`config.mk`:
```
export PLATFORM = sky130hd
export DESIGN_NAME = key_debounce_multi_flat
export DESIGN_NICKNAME = d
export VERILOG_FILES = /design/src/rtl/key_debounce_pkg.sv /design/src/rtl/key_debounce_multi_if.sv /design/src/rtl/key_debounce_ch.sv /design/src/rtl/key_debounce_multi.sv /design/src/flat_wrapper.sv
export SDC_FILE = /design/constraint.sdc
export NUM_CORES = 1
export LEC_CHECK = 0
export CORE_MARGIN = 2
export CORE_UTILIZATION = 66
export DETAILED_ROUTE_END_ITERATION = 8
export HOLD_SLACK_MARGIN = 0.08
export PLACE_DENSITY = 0.93
export SLEW_MARGIN = 30
export SYNTH_ARGS = -nofsm -noshare
export SYNTH_HDL_FRONTEND = slang
export SYNTH_SLANG_ARGS = --single-unit
```
`constraint.sdc`:
```
create_clock -name clk -period 5.6 [get_ports clk]
set_input_delay 0.56 -clock clk [delete_from_list [all_inputs] [get_ports clk]]
set_output_delay 0.56 -clock clk [all_outputs]
set_load 0.02 [all_outputs]
```
`src/rtl/key_debounce_pkg.sv`:
```
// rtl/key_debounce_pkg.sv - shared FSM states, default parameters and counter sizing for key_debounce_multi
package key_debounce_pkg;

    localparam int DEF_CH            = 4;
    localparam int DEF_STABLE_CYCLES = 500000;
    localparam int DEF_LONG_CYCLES   = 50000000;

    typedef enum logic [1:0] {
        UP      = 2'd0,
        DN_WAIT = 2'd1,
        DOWN    = 2'd2,
        UP_WAIT = 2'd3
    } key_fsm_t;

    // Wide enough to hold the larger window value itself, so counters saturate instead of wrapping.
    function automatic int cnt_width(input int stable_cycles, input int long_cycles);
        int peak;
        peak = (stable_cycles > long_cycles) ? stable_cycles : long_cycles;
        return $clog2(peak + 1);
    endfunction

endpackage

```
`src/rtl/key_debounce_multi_if.sv`:
```
// rtl/key_debounce_multi_if.sv - raw key inputs and debounced key outputs (key_long only with KEY_LONG_PRESS_EN)
interface key_debounce_multi_if
    import key_debounce_pkg::*;
#(
    parameter int CH = DEF_CH
);

    logic [CH-1:0] key_n;
    logic [CH-1:0] key_state;
    logic [CH-1:0] key_press;
    logic [CH-1:0] key_release;
    logic [CH-1:0] key_toggle;
`ifdef KEY_LONG_PRESS_EN
    logic [CH-1:0] key_long;
`endif

    modport master (
        output key_n,
        input  key_state,
        input  key_press,
        input  key_release,
`ifdef KEY_LONG_PRESS_EN
        input  key_long,
`endif
        input  key_toggle
    );

    modport slave (
        input  key_n,
        output key_state,
        output key_press,
        output key_release,
`ifdef KEY_LONG_PRESS_EN
        output key_long,
`endif
        output key_toggle
    );

endinterface

```
`src/rtl/key_debounce_ch.sv`:
```
// rtl/key_debounce_ch.sv - one key channel: synchronizer, debounce FSM, pulses (long press under KEY_LONG_PRESS_EN)
module key_debounce_ch
    import key_debounce_pkg::*;
#(
    parameter int STABLE_CYCLES = DEF_STABLE_CYCLES,
    parameter int LONG_CYCLES   = DEF_LONG_CYCLES
) (
    input  logic clk,
    input  logic rst_n,
    input  logic key_n,
    output logic key_state,
    output logic key_press,
    output logic key_release,
`ifdef KEY_LONG_PRESS_EN
    output logic key_long,
`endif
    output logic key_toggle
);

    localparam int              CW          = cnt_width(STABLE_CYCLES, LONG_CYCLES);
    localparam logic [CW-1:0]   STABLE_LAST = CW'(STABLE_CYCLES - 1);

    logic [1:0]    sync_q;
    logic          key_s;
    key_fsm_t      state_q;
    key_fsm_t      state_d;
    logic [CW-1:0] cnt_q;
    logic [CW-1:0] cnt_d;
    logic          press_d;
    logic          release_d;

    assign key_s = sync_q[1];

    always_comb begin
        state_d   = state_q;
        cnt_d     = cnt_q;
        press_d   = 1'b0;
        release_d = 1'b0;
        case (state_q)
            UP: begin
                if (!key_s) begin
                    state_d = DN_WAIT;
                    cnt_d   = '0;
                end
            end
            DN_WAIT: begin
                if (key_s) begin
                    state_d = UP;
                    cnt_d   = '0;
                end else if (cnt_q == STABLE_LAST) begin
                    state_d = DOWN;
                    cnt_d   = '0;
                    press_d = 1'b1;
                end else begin
                    cnt_d = cnt_q + CW'(1);
                end
            end
            DOWN: begin
                if (key_s) begin
                    state_d = UP_WAIT;
                    cnt_d   = '0;
                end
            end
            UP_WAIT: begin
                if (!key_s) begin
                    state_d = DOWN;
                    cnt_d   = '0;
                end else if (cnt_q == STABLE_LAST) begin
                    state_d   = UP;
                    cnt_d     = '0;
                    release_d = 1'b1;
                end else begin
                    cnt_d = cnt_q + CW'(1);
                end
            end
            default: begin
                state_d = UP;
                cnt_d   = '0;
            end
        endcase
    end

    always_ff @(posedge clk) begin
        if (!rst_n) begin
            sync_q      <= 2'b11;
            state_q     <= UP;
            cnt_q       <= '0;
            key_state   <= 1'b1;
            key_toggle  <= 1'b1;
            key_press   <= 1'b0;
            key_release <= 1'b0;
        end else begin
            sync_q      <= {sync_q[0], key_n};
            state_q     <= state_d;
            cnt_q       <= cnt_d;
            key_state   <= (state_d == UP) || (state_d == DN_WAIT);
            key_toggle  <= key_toggle ^ press_d;
            key_press   <= press_d;
            key_release <= release_d;
        end
    end

`ifdef KEY_LONG_PRESS_EN
    localparam logic [CW-1:0] LONG_LAST = CW'(LONG_CYCLES - 1);
    localparam logic [CW-1:0] LONG_SAT  = CW'(LONG_CYCLES);

    logic [CW-1:0] hold_q;
    logic [CW-1:0] hold_d;
    logic          long_d;

    // Hold time accumulates only while settled in DOWN; UP_WAIT bounces pause it without clearing.
    always_comb begin
        hold_d = hold_q;
        long_d = 1'b0;
        if (press_d) begin
            hold_d = '0;
        end else if (state_q == DOWN && !key_s) begin
            if (hold_q == LONG_LAST) begin
                long_d = 1'b1;
            end
            if (hold_q != LONG_SAT) begin
                hold_d = hold_q + CW'(1);
            end
        end
    end

    always_ff @(posedge clk) begin
        if (!rst_n) begin
            hold_q   <= '0;
            key_long <= 1'b0;
        end else begin
            hold_q   <= hold_d;
            key_long <= long_d;
        end
    end
`endif

endmodule

```
`src/rtl/key_debounce_multi.sv`:
```
// rtl/key_debounce_multi.sv - CH independent debounced key channels; KEY_LONG_PRESS_EN adds long-press pulses
module key_debounce_multi
    import key_debounce_pkg::*;
#(
    parameter int CH            = DEF_CH,
    parameter int STABLE_CYCLES = DEF_STABLE_CYCLES,
    parameter int LONG_CYCLES   = DEF_LONG_CYCLES
) (
    input  logic                 clk,
    input  logic                 rst_n,
    key_debounce_multi_if.slave  kif
);

    logic [CH-1:0] state_v;
    logic [CH-1:0] press_v;
    logic [CH-1:0] release_v;
    logic [CH-1:0] toggle_v;
`ifdef KEY_LONG_PRESS_EN
    logic [CH-1:0] long_v;
`endif

    for (genvar g = 0; g < CH; g++) begin : g_ch
        key_debounce_ch #(
            .STABLE_CYCLES (STABLE_CYCLES),
            .LONG_CYCLES   (LONG_CYCLES)
        ) u_ch (
            .clk         (clk),
            .rst_n       (rst_n),
            .key_n       (kif.key_n[g]),
            .key_state   (state_v[g]),
            .key_press   (press_v[g]),
            .key_release (release_v[g]),
`ifdef KEY_LONG_PRESS_EN
            .key_long    (long_v[g]),
`endif
            .key_toggle  (toggle_v[g])
        );
    end

    assign kif.key_state   = state_v;
    assign kif.key_press   = press_v;
    assign kif.key_release = release_v;
    assign kif.key_toggle  = toggle_v;
`ifdef KEY_LONG_PRESS_EN
    assign kif.key_long    = long_v;
`endif

endmodule

```
`src/flat_wrapper.sv`:
```
// flat-port wrapper written by rule: the top's interface ports become plain ports
module key_debounce_multi_flat import key_debounce_pkg::*;
#(
    parameter int CH            = DEF_CH,
    parameter int STABLE_CYCLES = DEF_STABLE_CYCLES,
    parameter int LONG_CYCLES   = DEF_LONG_CYCLES
)
  (clk, rst_n, kif_key_n, kif_key_state, kif_key_press, kif_key_release, kif_key_toggle);
  key_debounce_multi_if #(.CH(CH)) kif_i ();
  input  logic clk;
  input  logic rst_n;
  input wire logic [$bits(kif_i.key_n)-1:0] kif_key_n;
  output wire logic [$bits(kif_i.key_state)-1:0] kif_key_state;
  output wire logic [$bits(kif_i.key_press)-1:0] kif_key_press;
  output wire logic [$bits(kif_i.key_release)-1:0] kif_key_release;
  output wire logic [$bits(kif_i.key_toggle)-1:0] kif_key_toggle;
  assign kif_i.key_n = kif_key_n;
  assign kif_key_state = kif_i.key_state;
  assign kif_key_press = kif_i.key_press;
  assign kif_key_release = kif_i.key_release;
  assign kif_key_toggle = kif_i.key_toggle;
  key_debounce_multi #(.CH(CH), .STABLE_CYCLES(STABLE_CYCLES), .LONG_CYCLES(LONG_CYCLES)) u_core (.clk(clk), .rst_n(rst_n), .kif(kif_i));
endmodule
```
==> impl_metrics.csv, run 1 <==
group,metric,value,unit
status,status,"complete, no violations",
worst_setup_path,startpoint_type,"primary input",
floorplan,die-width,104,µm
pwr,power.total,2070,µW
detailed_routing,wl,14700,µm
synth,synth_top_area_cell,"dfxtp_1",
cts,numCtsBuffers,17,
timing,hold-worst-slack,416,ps
pwr,switching_share,21.0,%
synth,mappedNetlistArea,0.00659,mm²
timing,setup_viol,0,
pwr,power-per-cell-area,283,mW/mm²
global_routing,grt_pass1_vias,5656,
synth,syn_nets,796,
worst_setup_path,crit_path_end_kind,"register",
synth,synth_top_area_share,41.3,%
worst_setup_path,critPathKind,"primary input to register",
placed_design,postPlaceCellArea,0.00673,mm²
finish,area_growth,10.8,%
synth,synth_cell_types,69,
finish,final_common_cell,"dfxtp_1",
worst_hold_path,whs_path_depth,1,
synth,synth-seq-cells,136,
finish,final_cell_mix,"dfxtp_1 (136), nor2_1 (92), nand2_1 (83)",
synth,synth_area_leaders,"dfxtp_1 (41%), nor2_1 (5.2%), nand2_1 (4.7%)",
synth,ys_dominant_reg_cell,"dfxtp_1",
cts,clock-sinks,136,
placed_design,io_buffers,21,
worst_setup_path,crit_arrival,3020,ps
worst_hold_path,hp-class,"register to register",
pwr,power.switching,434,µW
global_routing,overflow,0,
synth,syn_inst,786,
cts,cts_hold_buf,0,
flow_run,drv_cap,0,
timing,worst_pin_slew,838,ps
global_routing,grt_max_degree,30,
finish,antenna_cells,0,
cts,cts_max_level,4,
floorplan,die_area,0.0108,mm²
detailed_routing,vias_per_cell,6.29,
global_routing,grt_use_total,27.9,%
floorplan,fp.dieH,104,µm
pwr,internal-power,1630,µW
worst_setup_path,worstPathRequired,6030,ps
cts,clock_path_buffers,2,
timing,drv_slew,0,
synth,synth_edf_count,0,
timing,fin_crit_sh,46.1,%
cts,root_buffer,"clkbuf_8",
detailed_routing,vias,5833,
finish,drive_gt1_share,7.30,%
placed_design,place_ws,2440,ps
detailed_routing,drc_errors,0,
worst_setup_path,path_max_fanout,24,
cts,clock_latency,530,ps
worst_hold_path,hold_path.startpoint,"u_core.g_ch[1].u_ch.sync_q[0]",
synth,yosys_warnings,0,
detailed_routing,ant_nets,0,
floorplan,rows,36,
timing,rsz0062_at_grt,"false",
pwr,p_seq_share,47.3,%
pwr,share_comb_of_total_power,2.3,%
synth,seq_area_frac_synth,41.3,%
synth,avgSynthCellArea,8.38,µm²
placed_design,gp_congestion,0.878,
timing,clock_skew,15.8,ps
pwr,peakVddDrop,0.000213,V
cts,cts_tree,"built",
worst_hold_path,min_to,"u_core.g_ch[1].u_ch.sync_q[1]",
worst_setup_path,r2r-end,"u_core.g_ch[1].u_ch.cnt_q[3]",
detailed_routing,drt_first_pass_iters,5,
detailed_routing,post_drt_wl_per_cell,15.8,µm
pwr,power.share.clock,50.4,%
timing,fin_crit,2580,ps
worst_setup_path,reg2reg_depth,5,
worst_setup_path,reg2reg_slack,3050,ps
timing,hold_violations,0,
detailed_routing,drt_iter0_drc,329,
floorplan,design.core.area,0.00973,mm²
floorplan,start_util,67.7,%
synth,async_reset_ff_share,0,%
timing,fin_tns_setup,0,ps
floorplan,ios,22,
timing,fmax,387,MHz
global_routing,grt_pass1_wl,25100,µm
timing,maxSlewHeadroom,44.0,%
finish,design_area,0.00730,mm²
placed_design,dpl.hpwl,9470,µm
timing,fin_ws,3020,ps
cts,path_clk_slew,60,ps
cts,postCtsSetupRepairBufs,0,
finish,final_nets,791,
worst_setup_path,crit-reg2reg-launch,"u_core.g_ch[1].u_ch.cnt_q[19]",
global_routing,antenna_found_initial,0,
pwr,p_leak,0.00247,µW
cts,ctsResizeCount,0,
kinds of logic after synthesis:
family / Yosys count / synth area share, %
AOI/OAI and AO/OA: 121 / 12.0
muxes: 9 / 1.39
xor gates and xnor gates: 59 / 7.84
buffers and inverters: 69 / 5.28
adders and majority gates: 4 / 0.760
and+or+nand+nor: 388 / 31.4
DFF: 136 / 41.3
synthesized netlist by cell type (all sizes together) (4+ instances only):
cell,instances
a22oi,4
nor2,92
xor2,31
nor4,15
dfxtp,136
inv,20
ha,4
clkbuf,20
or3,6
o21ai,29
nand4,34
nor4b,8
and2,11
a31oi,25
and3,17
a21oi,27
or4b,4
mux2i,8
buf,29
and4,12
or4,11
nand2b,14
nand2,83
o211ai,7
nand4b,4
nor3,29
xnor2,28
nand3,40
layer usage:
metal  vias up  part of all wire (%)  track usage, %  routed length [µm]
li1       2804                     -               -                   -
met1      2771                    43            34.4                6300
met2       225                    49            46.1                7150
met3        33                   6.4            7.52                 935
met4         0                   1.9            11.7                 277
met5         -                     0               0                   0
how the worst max path moves through the flow:
stage,cells after the start,slack (ps),end,startpoint
after floorplan,7,3540,u_core.g_ch[0].u_ch.cnt_q[18],u_core.g_ch[0].u_ch.cnt_q[0]
after global placement,5,2530,u_core.g_ch[0].u_ch.cnt_q[18],rst_n
after detailed placement,5,2440,u_core.g_ch[0].u_ch.cnt_q[18],rst_n
after CTS,5,2940,u_core.g_ch[0].u_ch.cnt_q[18],rst_n
after global routing,6,2770,u_core.g_ch[1].u_ch.cnt_q[22],u_core.g_ch[1].u_ch.cnt_q[0]
final,6,3020,u_core.g_ch[0].u_ch.cnt_q[18],rst_n
flip-flops by register name, indices dropped and copies added, names as in the netlist:
name / count
u_core.g_ch.u_ch.key_release: 4
u_core.g_ch.u_ch.key_press: 4
u_core.g_ch.u_ch.key_toggle: 4
u_core.g_ch.u_ch.sync_q: 8
u_core.g_ch.u_ch.state_q: 8
u_core.g_ch.u_ch.cnt_q: 104
u_core.g_ch.u_ch.key_state: 4
area by class of cell:
class,instances,area [µm²]
fill,681,2430
clock inverter,7,66.3
inverter,20,75.1
sequential,136,2720
tap,133,166
timing repair buffer,25,240
clock buffer,25,494
multi-input combinational,581,3530
critical path, stage by stage:
cell	delay, ps
clkdlybuf4s50_1	1020
inv_2	320
or3_1	700
nand2_1	200
o221ai_1	140
o41ai_2	80
through the flow:
step	util [%]	cells
2_1_floorplan	-	786
3_3_place_gp	69.1	895
3_5_place_dp	69.1	895
4_1_cts	74.9	927
5_1_grt	75.0	927
6_report	75.0	927
power by group through the flow:
stage               clock network (µW)  logic, µW  registers (µW)
finish                            1040       47.4             978
global route                      1090       52.0             978
CTS                               1050       46.5             978
detailed placement                   0       45.8             998
global placement                     0       43.6             998
floorplan                            0       33.3             997
(Power assumes the default switching activity.)
==> run 2: changes to the inputs <==
CORE_UTILIZATION = 55   (was 66)
PLACE_DENSITY = 0.84   (was 0.93)
clock period = 2.1 ns   (was 5.6 ns; I/O delays follow)
==> run 2 against run 1 <==
  * Critical path depth did not move
  * Sequential share of layout area fell by 2.2 points
  * Die area rose by 19%
  * Setup slack worse by 3000 ps
  * Flip-flop and latch count did not move
  * Worst hold slack got worse by 73 ps
  * Utilization fell by 7.9 points
  * Clock power grew to 2.8 times the previous value
  * Largest cell class unchanged
  * Routed wire length increased by 9.5%
  * Register-to-register slack worse by 3000 ps
==> impl_metrics.csv, run 2 (synthesis results as in run 1) <==
group,metric,value,unit
floorplan,die_area,0.0129,mm²
detailed_routing,vias_per_cell,6.20,
status,status,"complete, no violations",
cts,path_clk_slew,60,ps
floorplan,die-width,113,µm
worst_setup_path,crit_arrival,2360,ps
pwr,peakVddDrop,0.000524,V
cts,cts_tree,"built",
timing,worst_pin_slew,663,ps
finish,largest_register,"u_core.g_ch.u_ch.cnt_q",
detailed_routing,post_drt_wl_per_cell,16.4,µm
flow_run,drv_cap,0,
cts,clock_latency,430,ps
global_routing,grt_use_total,25.2,%
cts,clock_path_buffers,2,
cts,clock-sinks,136,
detailed_routing,drt_iter0_drc,650,
global_routing,grt_pass1_vias,5826,
detailed_routing,vias,6072,
floorplan,design.core.area,0.0116,mm²
cts,root_buffer,"clkbuf_16",
finish,final_nets,836,
finish,design_area,0.00777,mm²
global_routing,grt_max_degree,42,
timing,fin_ws,51.4,ps
detailed_routing,wl,16000,µm
placed_design,io_buffers,21,
cts,cts_max_level,4,
pwr,p_leak,0.00271,µW
timing,setup_viol,0,
floorplan,fp.dieH,113,µm
global_routing,antenna_found_initial,0,
placed_design,place_ws,-75.1,ps
finish,area_growth,17.9,%
timing,hold_violations,0,
worst_setup_path,path_max_fanout,14,
floorplan,ios,22,
timing,fin_crit,2050,ps
worst_setup_path,critPathKind,"register to register",
worst_setup_path,reg2reg_slack,50,ps
finish,drive_gt1_share,13.6,%
floorplan,rows,39,
timing,fmax,488,MHz
floorplan,start_util,57.0,%
finish,final_cell_mix,"dfxtp_1 (134), nor2_1 (92), nand2_1 (83)",
placed_design,postPlaceCellArea,0.00706,mm²
worst_setup_path,startpoint_type,"register",
finish,antenna_cells,0,
finish,largest_reg_flops,104,
global_routing,overflow,0,
timing,drv_slew,0,
placed_design,dpl.hpwl,10300,µm
timing,maxSlewHeadroom,55.7,%
pwr,power-per-cell-area,732,mW/mm²
finish,final_common_cell,"dfxtp_1",
detailed_routing,ant_nets,0,
finish,reg_top3,"u_core.g_ch.u_ch.cnt_q (104), u_core.g_ch.u_ch.state_q (8), u_core.g_ch.u_ch.sync_q (8)",
detailed_routing,drt_first_pass_iters,8,
timing,fin_crit_sh,97.6,%
timing,hold-worst-slack,343,ps
worst_setup_path,crit_path_end_kind,"register",
cts,cts_hold_buf,0,
cts,numCtsBuffers,17,
global_routing,grt_pass1_wl,26400,µm
timing,clock_skew,6.68,ps
detailed_routing,drc_errors,0,
worst_setup_path,worstPathRequired,2410,ps
worst_hold_path,hp-class,"primary input to register",
placed_design,gp_congestion,0.868,
[run 2: per-stage QoR]
| step | power, µW | setup TNS [ps] | std cells | utilization (%) |
|---|---|---|---|---|
| floorplan | 2750 | 0 | 786 | - |
| global placement | 2800 | -11.9 | 946 | 61.0 |
| detailed placement | 2800 | -224 | 946 | 61.0 |
| CTS | 5710 | -141 | 976 | 66.0 |
| global route | 5850 | -32.1 | 980 | 67.2 |
| finish | 5690 | 0 | 980 | 67.2 |
[run 2: final cells by class]
| cell class | instances | area (µm²) |
|---|---|---|
| Clock buffer | 20 | 437 |
| Clock inverter | 10 | 130 |
| Fill cell | 861 | 3800 |
| Inverter | 20 | 75.1 |
| Multi-Input combinational cell | 581 | 3630 |
| Sequential cell | 136 | 2730 |
| Tap cell | 143 | 179 |
| Timing Repair Buffer | 70 | 591 |
[run 2: worst max-delay path, cell delays in order, from the launching register on]
cell and delay, ps:
dfxtp_1 320, or4_1 570, nor4_4 300, buf_4 190, a21o_4 220, o21ai_2 90, a22o_1 250
[run 2: where the power goes]
group	total (µW)	switching, µW	internal [µW]
clock network	2930	1090	1840
logic	147	96.1	51.1
registers	2610	14.2	2590
total	5690	1200	4480
[run 2: layer usage]
metal | vias to the layer above | wire (µm) | track usage (%)
met4 | 0 | 309 | 11.3
met3 | 37 | 961 | 6.11
li1 | 2890 | - | -
met2 | 236 | 8100 | 43.8
met1 | 2909 | 6670 | 29.4
met5 | - | 0 | 0
[run 2: final timing paths]
kind                                  from                             to  cells after the start
min                           kif_key_n[1]  u_core.g_ch[1].u_ch.sync_q[0]                      2
max          u_core.g_ch[2].u_ch.cnt_q[20]   u_core.g_ch[2].u_ch.cnt_q[8]                      6
max reg2reg  u_core.g_ch[2].u_ch.cnt_q[20]   u_core.g_ch[2].u_ch.cnt_q[8]                      6
min reg2reg  u_core.g_ch[2].u_ch.sync_q[0]  u_core.g_ch[2].u_ch.sync_q[1]                      1
[run 2: repair_timing]
action | in CTS | in global routing
endpoints found under the setup margin | 10 | 55
gates resized for setup | 2 | 18
hold endpoints to repair | 0 | 0
setup buffers | 0 | 4
pin swaps | 0 | 5
==> run 3: changes to the inputs <==
CTS_CLUSTER_SIZE = 16   (was not set)
==> results of run 3 <==
No change in the layout: final DEF, timing and power equal those of run 2.
